==> src/rtl/poly1305_aead_block_formatter_if.sv <==
// poly1305_aead_block_formatter_if: byte-stream input and Poly1305 block output channels
interface poly1305_aead_block_formatter_if;
  logic         s_valid;
  logic         s_ready;
  logic [31:0]  s_data;
  logic [3:0]   s_keep;
  logic         s_last;
  logic         m_valid;
  logic         m_ready;
  logic [129:0] m_block;
  logic         m_final;
  modport master (
    output s_valid, s_data, s_keep, s_last, m_ready,
    input  s_ready, m_valid, m_block, m_final
  );
  modport slave (
    input  s_valid, s_data, s_keep, s_last, m_ready,
    output s_ready, m_valid, m_block, m_final
  );
endinterface

==> src/rtl/poly1305_aead_block_formatter.sv <==
// poly1305_aead_block_formatter: packs AAD/CT byte stream into padded 130-bit Poly1305 blocks plus length block
module poly1305_aead_block_formatter #(
  parameter int LEN_W  = 64,
  parameter bit HI_BIT = 1'b1
) (
  input  logic clk,
  input  logic reset_n,
  input  logic start,
  output logic busy,
  poly1305_aead_block_formatter_if.slave bus
);
  // FIN holds the length block until it is handshaken, then returns to IDLE
  typedef enum logic [2:0] {IDLE, AAD, CT, LEN, FIN} state_t;
  state_t           state;
  logic [127:0]     buf_q, pend_blk, merged;
  logic [4:0]       fill, nb, new_fill;
  logic             pend, acc, close, out_free;
  logic [31:0]      masked;
  logic [LEN_W-1:0] aad_len, ct_len;
  assign bus.s_ready = (state == AAD || state == CT) && !pend;
  assign busy        = state != IDLE;
  // merge the incoming beat at the current fill offset and decide whether it closes a block
  always_comb begin
    nb       = bus.s_keep[3] ? 5'd4 : bus.s_keep[2] ? 5'd3 : bus.s_keep[1] ? 5'd2 : bus.s_keep[0] ? 5'd1 : 5'd0;
    masked   = bus.s_data & {{8{bus.s_keep[3]}}, {8{bus.s_keep[2]}}, {8{bus.s_keep[1]}}, {8{bus.s_keep[0]}}};
    merged   = buf_q | ({96'h0, masked} << {fill, 3'b000});
    new_fill = fill + nb;
    acc      = bus.s_valid && bus.s_ready;
    close    = new_fill == 5'd16 || (bus.s_last && new_fill != 5'd0);
    out_free = !bus.m_valid || bus.m_ready;
  end
  // message FSM, accumulator, pending slot and output holding register
  always_ff @(posedge clk or negedge reset_n) begin
    if (!reset_n) begin
      state       <= IDLE;
      buf_q       <= '0;
      pend_blk    <= '0;
      fill        <= '0;
      pend        <= 1'b0;
      aad_len     <= '0;
      ct_len      <= '0;
      bus.m_valid <= 1'b0;
      bus.m_block <= '0;
      bus.m_final <= 1'b0;
    end else begin
      if (bus.m_valid && bus.m_ready) begin
        bus.m_valid <= 1'b0;
        bus.m_final <= 1'b0;
      end
      if (pend && out_free) begin
        bus.m_valid <= 1'b1;
        bus.m_block <= {1'b0, HI_BIT, pend_blk};
        pend        <= 1'b0;
      end
      case (state)
        IDLE: if (start) begin
          state   <= AAD;
          aad_len <= '0;
          ct_len  <= '0;
          buf_q   <= '0;
          fill    <= '0;
        end
        AAD, CT: if (acc) begin
          if (state == AAD) aad_len <= aad_len + LEN_W'(nb);
          else ct_len <= ct_len + LEN_W'(nb);
          if (close) begin
            buf_q <= '0;
            fill  <= '0;
            if (out_free) begin
              bus.m_valid <= 1'b1;
              bus.m_block <= {1'b0, HI_BIT, merged};
            end else begin
              pend     <= 1'b1;
              pend_blk <= merged;
            end
          end else begin
            buf_q <= merged;
            fill  <= new_fill;
          end
          if (bus.s_last) state <= (state == AAD) ? CT : LEN;
        end
        LEN: if (!pend && out_free) begin
          bus.m_valid <= 1'b1;
          bus.m_block <= {1'b0, HI_BIT, 64'(ct_len), 64'(aad_len)};
          bus.m_final <= 1'b1;
          state       <= FIN;
        end
        FIN: if (bus.m_ready) state <= IDLE;
        default: state <= IDLE;
      endcase
    end
  end
endmodule
==> src/flat_wrapper.sv <==
// flat-port wrapper written by rule: the top's interface ports become plain ports
module poly1305_aead_block_formatter_flat 
#(
  parameter int LEN_W  = 64,
  parameter bit HI_BIT = 1'b1
)
  (clk, reset_n, start, busy, bus_s_valid, bus_s_data, bus_s_keep, bus_s_last, bus_m_ready, bus_s_ready, bus_m_valid, bus_m_block, bus_m_final);
  poly1305_aead_block_formatter_if bus_i ();
  input  logic clk;
  input  logic reset_n;
  input  logic start;
  output logic busy;
  input wire logic [$bits(bus_i.s_valid)-1:0] bus_s_valid;
  input wire logic [$bits(bus_i.s_data)-1:0] bus_s_data;
  input wire logic [$bits(bus_i.s_keep)-1:0] bus_s_keep;
  input wire logic [$bits(bus_i.s_last)-1:0] bus_s_last;
  input wire logic [$bits(bus_i.m_ready)-1:0] bus_m_ready;
  output wire logic [$bits(bus_i.s_ready)-1:0] bus_s_ready;
  output wire logic [$bits(bus_i.m_valid)-1:0] bus_m_valid;
  output wire logic [$bits(bus_i.m_block)-1:0] bus_m_block;
  output wire logic [$bits(bus_i.m_final)-1:0] bus_m_final;
  assign bus_i.s_valid = bus_s_valid;
  assign bus_i.s_data = bus_s_data;
  assign bus_i.s_keep = bus_s_keep;
  assign bus_i.s_last = bus_s_last;
  assign bus_i.m_ready = bus_m_ready;
  assign bus_s_ready = bus_i.s_ready;
  assign bus_m_valid = bus_i.m_valid;
  assign bus_m_block = bus_i.m_block;
  assign bus_m_final = bus_i.m_final;
  poly1305_aead_block_formatter #(.LEN_W(LEN_W), .HI_BIT(HI_BIT)) u_core (.clk(clk), .reset_n(reset_n), .start(start), .busy(busy), .bus(bus_i));
endmodule
==> config.mk <==
export PLATFORM = sky130hd
export DESIGN_NAME = poly1305_aead_block_formatter_flat
export DESIGN_NICKNAME = d
export VERILOG_FILES = /design/src/rtl/poly1305_aead_block_formatter_if.sv /design/src/rtl/poly1305_aead_block_formatter.sv /design/src/flat_wrapper.sv
export SDC_FILE = /design/constraint.sdc
export NUM_CORES = 1
export LEC_CHECK = 0
export ABC_AREA = 1
export CORE_ASPECT_RATIO = 0.8
export CORE_UTILIZATION = 58
export CTS_CLUSTER_DIAMETER = 40
export CTS_CLUSTER_SIZE = 20
export DETAILED_ROUTE_END_ITERATION = 7
export PLACE_DENSITY = 0.75
export SLEW_MARGIN = 30
export SYNTH_ARGS = -nofsm -noshare
export SYNTH_HDL_FRONTEND = slang
export SYNTH_SLANG_ARGS = --single-unit
==> constraint.sdc <==
create_clock -name clk -period 3.1 [get_ports clk]
set_input_delay 0.465 -clock clk [delete_from_list [all_inputs] [get_ports clk]]
set_output_delay 0.465 -clock clk [all_outputs]
set_load 0.05 [all_outputs]
==> reports/qor.yml <==
status:
  status: "finished clean"
floorplanning:
  initial_core_util_pct: 58.7
  num_io_pins: 176
  floorplan.core_area_um2: 53800
  num_rows: 76
  die_h_um: 211
  die_x_um: 263
  die_area_um2: 55500
finish:
  area_growth_pct: 19.8
  nNetsFinal: 4779
  num-fill-cells: 4588
  fin_cells: 5492
  layout-drive-gt1-share_pct: 8.21
  utilization_pct: 70.4
detailed_routing:
  vias: 32885
  route.final.wire_length_um: 117000
  viasPerCell: 5.99
  drtAntennaViolNets: 0
  wire_per_inst_um: 21.3
  drtIter0Drc: 4644
  first_pass_iters: 8
  drc: 0
logic_synthesis:
  postSynthCellCount: 4546
  syn_area_um2: 31600
  ys_seq_area_share_pct: 41.6
  ys_seq_elements: 525
  avgSynthCellArea_um2: 6.95
  synth_edf_count: 0
  synth_ff_type: "dfrtp_1"
  ys_types: 51
  async_reset_ff_share_pct: 100
  yosysWarnings: 0
  synth_nets: 4597
timing:
  setup_viol: 0
  relSlewSlack_pct: 34.1
  period_minus_slack_ns: 3.06
  tightest_slew_ns: 0.988
  skew_ns: 0.0249
  period_share_pct: 98.6
  slew_violations: 0
  grt_setup_unrepaired: "false"
  finalHoldViolCount: 0
  fmax_mhz: 327
cts:
  cts_setup_buffers: 0
  clock_path_buffers: 3
  worst_skew_pair.late_latency_ns: 0.63
  root_buffer: "clkbuf_16"
  cts_tree: "built"
  cts_inserted_buffers: 74
  htreeDepth: 3
  clock-sinks: 525
  clk_pin_slew_ns: 0.07
power_and_ir_drop:
  vdd_drop_max_uv: 1210
  leakagePower_nw: 18.6
  power.density_nw_per_um2: 967
  fin_total_pwr_w: 0.0366
setup_path:
  cp-end-kind: "primary output"
  cp.required_ns: 2.63
  critPathMostFrequentCell: "inv_1"
  setup.worst_path.start: "u_core.state[2]"
  crit_chain: "inv_1 > nand3_2 > nand2_4 > buf_6 > inv_1 > nor2_1 > buf_12"
  critPathKind: "reg2out"
  cpPeakStageDelay_ns: 0.44
  worst-path-max-fanout: 46
  cp-start-kind: "register"
  crit_family: "buffers and inverters"
  crit_buf_inv: 4
  critPathSlowestCell: "dfrtp_1"
  regToRegStartpoint: "u_core.fill[0]"
  arrival_ns: 2.59
worst_hold_path:
  hold_class: "in2async"
job:
  maxCapViolCount: 0
place:
  dp_hpwl_um: 83700
  io_buffers: 175
  gp_congestion: 0.978
  dp.cells: 5353
global_routing:
  track_usage_pct: 42.2
  grt_overflow_total: 0
  antenna_found_initial: 3
  grt_pass1_vias: 30297
  grt_pass1_wl_um: 180000
  grt_max_degree: 175
[report_power, final]
part           total, W  switching [W]  internal, W
clock network   0.00901        0.00363      0.00538
logic            0.0181         0.0124      0.00574
registers       0.00947        0.00104      0.00843
[worst reg2reg max path: stages, from the launching register on]
cell     delay (ns)
dfrtp_1        0.39
inv_1          0.49
buf_4          0.32
nand2_1        0.07
nand2_1        0.09
nand2_1        0.07
nand2_1        0.16
nand2_1        0.09
nand3_1        0.33
nand2_1        0.13
a21oi_1        0.15
nand3_1        0.10
nand3_1        0.10
nand2_1        0.05
[flip-flops by register name, summed over array words and instances (netlist names)]
name,count
u_core.ct_len,64
u_core.pend_blk,128
u_core.fill,5
u_core.buf_q,128
u_core.bus.m_block,130
u_core.bus.m_final,1
u_core.state,3
u_core.aad_len,64
u_core.bus.m_valid,1
u_core.pend,1
[layer usage]
metal | routed length (µm) | GRT usage (%) | part of all wire, % | vias up
met2 | 47500 | 59.4 | 41 | 1992
met4 | 3850 | 13.3 | 3.3 | 2
met3 | 16500 | 13.8 | 14 | 238
met1 | 49000 | 61.2 | 42 | 15370
met5 | 13 | 0 | 0.011 | -
li1 | - | - | - | 15283
[cells by family (layout without fill, tap and decap cells)]
kind of cell / count (synthesis) / in the layout / synth area share [%]
adders and majority gates: 9 / 9 / 0.356
xor gates and xnor gates: 17 / 17 / 0.471
DFF: 525 / 525 / 41.6
muxes: 2 / 2 / 0.0673
buffers and inverters: 884 / 1126 / 11.2
other: 0 / 2 / 0
AOI/OAI and AO/OA: 856 / 856 / 15.8
and+or+nand+nor: 2253 / 2253 / 30.5
[synth_stat cells (5+ instances only)]
| cell type | n | area (µm²) |
|---|---|---|
| a21oi_1 | 188 | 941 |
| a2bb2oi_1 | 128 | 1120 |
| buf_1 | 26 | 97.6 |
| buf_2 | 40 | 200 |
| buf_4 | 22 | 165 |
| buf_6 | 11 | 124 |
| clkbuf_1 | 172 | 646 |
| dfrtp_1 | 525 | 13100 |
| ha_1 | 9 | 113 |
| inv_1 | 600 | 2250 |
| inv_2 | 10 | 37.5 |
| nand2_1 | 1220 | 4580 |
| nand2_2 | 5 | 31.3 |
| nand3_1 | 479 | 2400 |
| nand3_2 | 6 | 60.1 |
| nand4_1 | 113 | 707 |
| nor2_1 | 333 | 1250 |
| nor2_2 | 5 | 31.3 |
| nor3_1 | 52 | 260 |
| nor4_1 | 13 | 81.3 |
| o211ai_1 | 8 | 60.1 |
| o21ai_0 | 356 | 1780 |
| o21ai_1 | 31 | 155 |
| o22ai_1 | 124 | 776 |
| o31ai_1 | 7 | 52.6 |
| xor2_1 | 14 | 123 |
[path summary, 6_finish.rpt]
check	endpoint	slack [ns]	depth (start not counted)
min in group clk	u_core.pend_blk[77]	0.48	2
setup / recovery	bus_s_ready	0.04	7
setup reg to reg	u_core.bus.m_block[55]	0.45	13
hold / removal	u_core.aad_len[49]	0.37	2
max in group asynchronous	u_core.bus.m_block[99]	1.73	4
hold reg to reg	u_core.pend_blk[77]	0.48	2
[cell type report]
class	instances	area (µm²)	area share, %
sequential	525	13100	34.7
multi-input combinational	3137	15000	39.6
inverter	612	2310	6.11
antenna	2	5.00	0.0132
clock inverter	51	588	1.55
timing repair buffer	378	3900	10.3
clock buffer	85	2040	5.39
tap	702	878	2.32
[timing repair]
item                                   4_1_cts  5_1_grt
hold buffers                                 1        0
endpoints found under the hold margin       58        0
setup endpoints to repair                    1        0
gates resized for setup                      1        0
[per-stage QoR]
step	worst slack [ns]	area, µm²	TNS (ns)	hold WS [ns]
finish	0.0441	37900	0	0.373
global route	0.0177	37900	0	0.432
CTS	0.0876	37900	0	0.412
detailed placement	-0.0682	35200	-4.32	0.468
global placement	-0.0621	35200	-3.20	0.461
floorplan	0.265	31600	0	0.169
[cell usage in the layout (no fill, tap or decap), types with 9 or more instances in the layout]
cell,instances
nand3_1,478
nand2_1,1217
buf_4,153
clkbuf_16,79
nand4_1,113
inv_6,15
a2bb2oi_1,128
xor2_1,14
dfrtp_1,525
o21ai_1,31
nor4_1,13
inv_1,599
nor2_1,330
a21oi_1,188
ha_1,9
clkdlybuf4s50_1,173
o22ai_1,124
nor3_1,52
buf_12,49
o21ai_0,356
No activity file was read; power rests on OpenSTA's default activity.
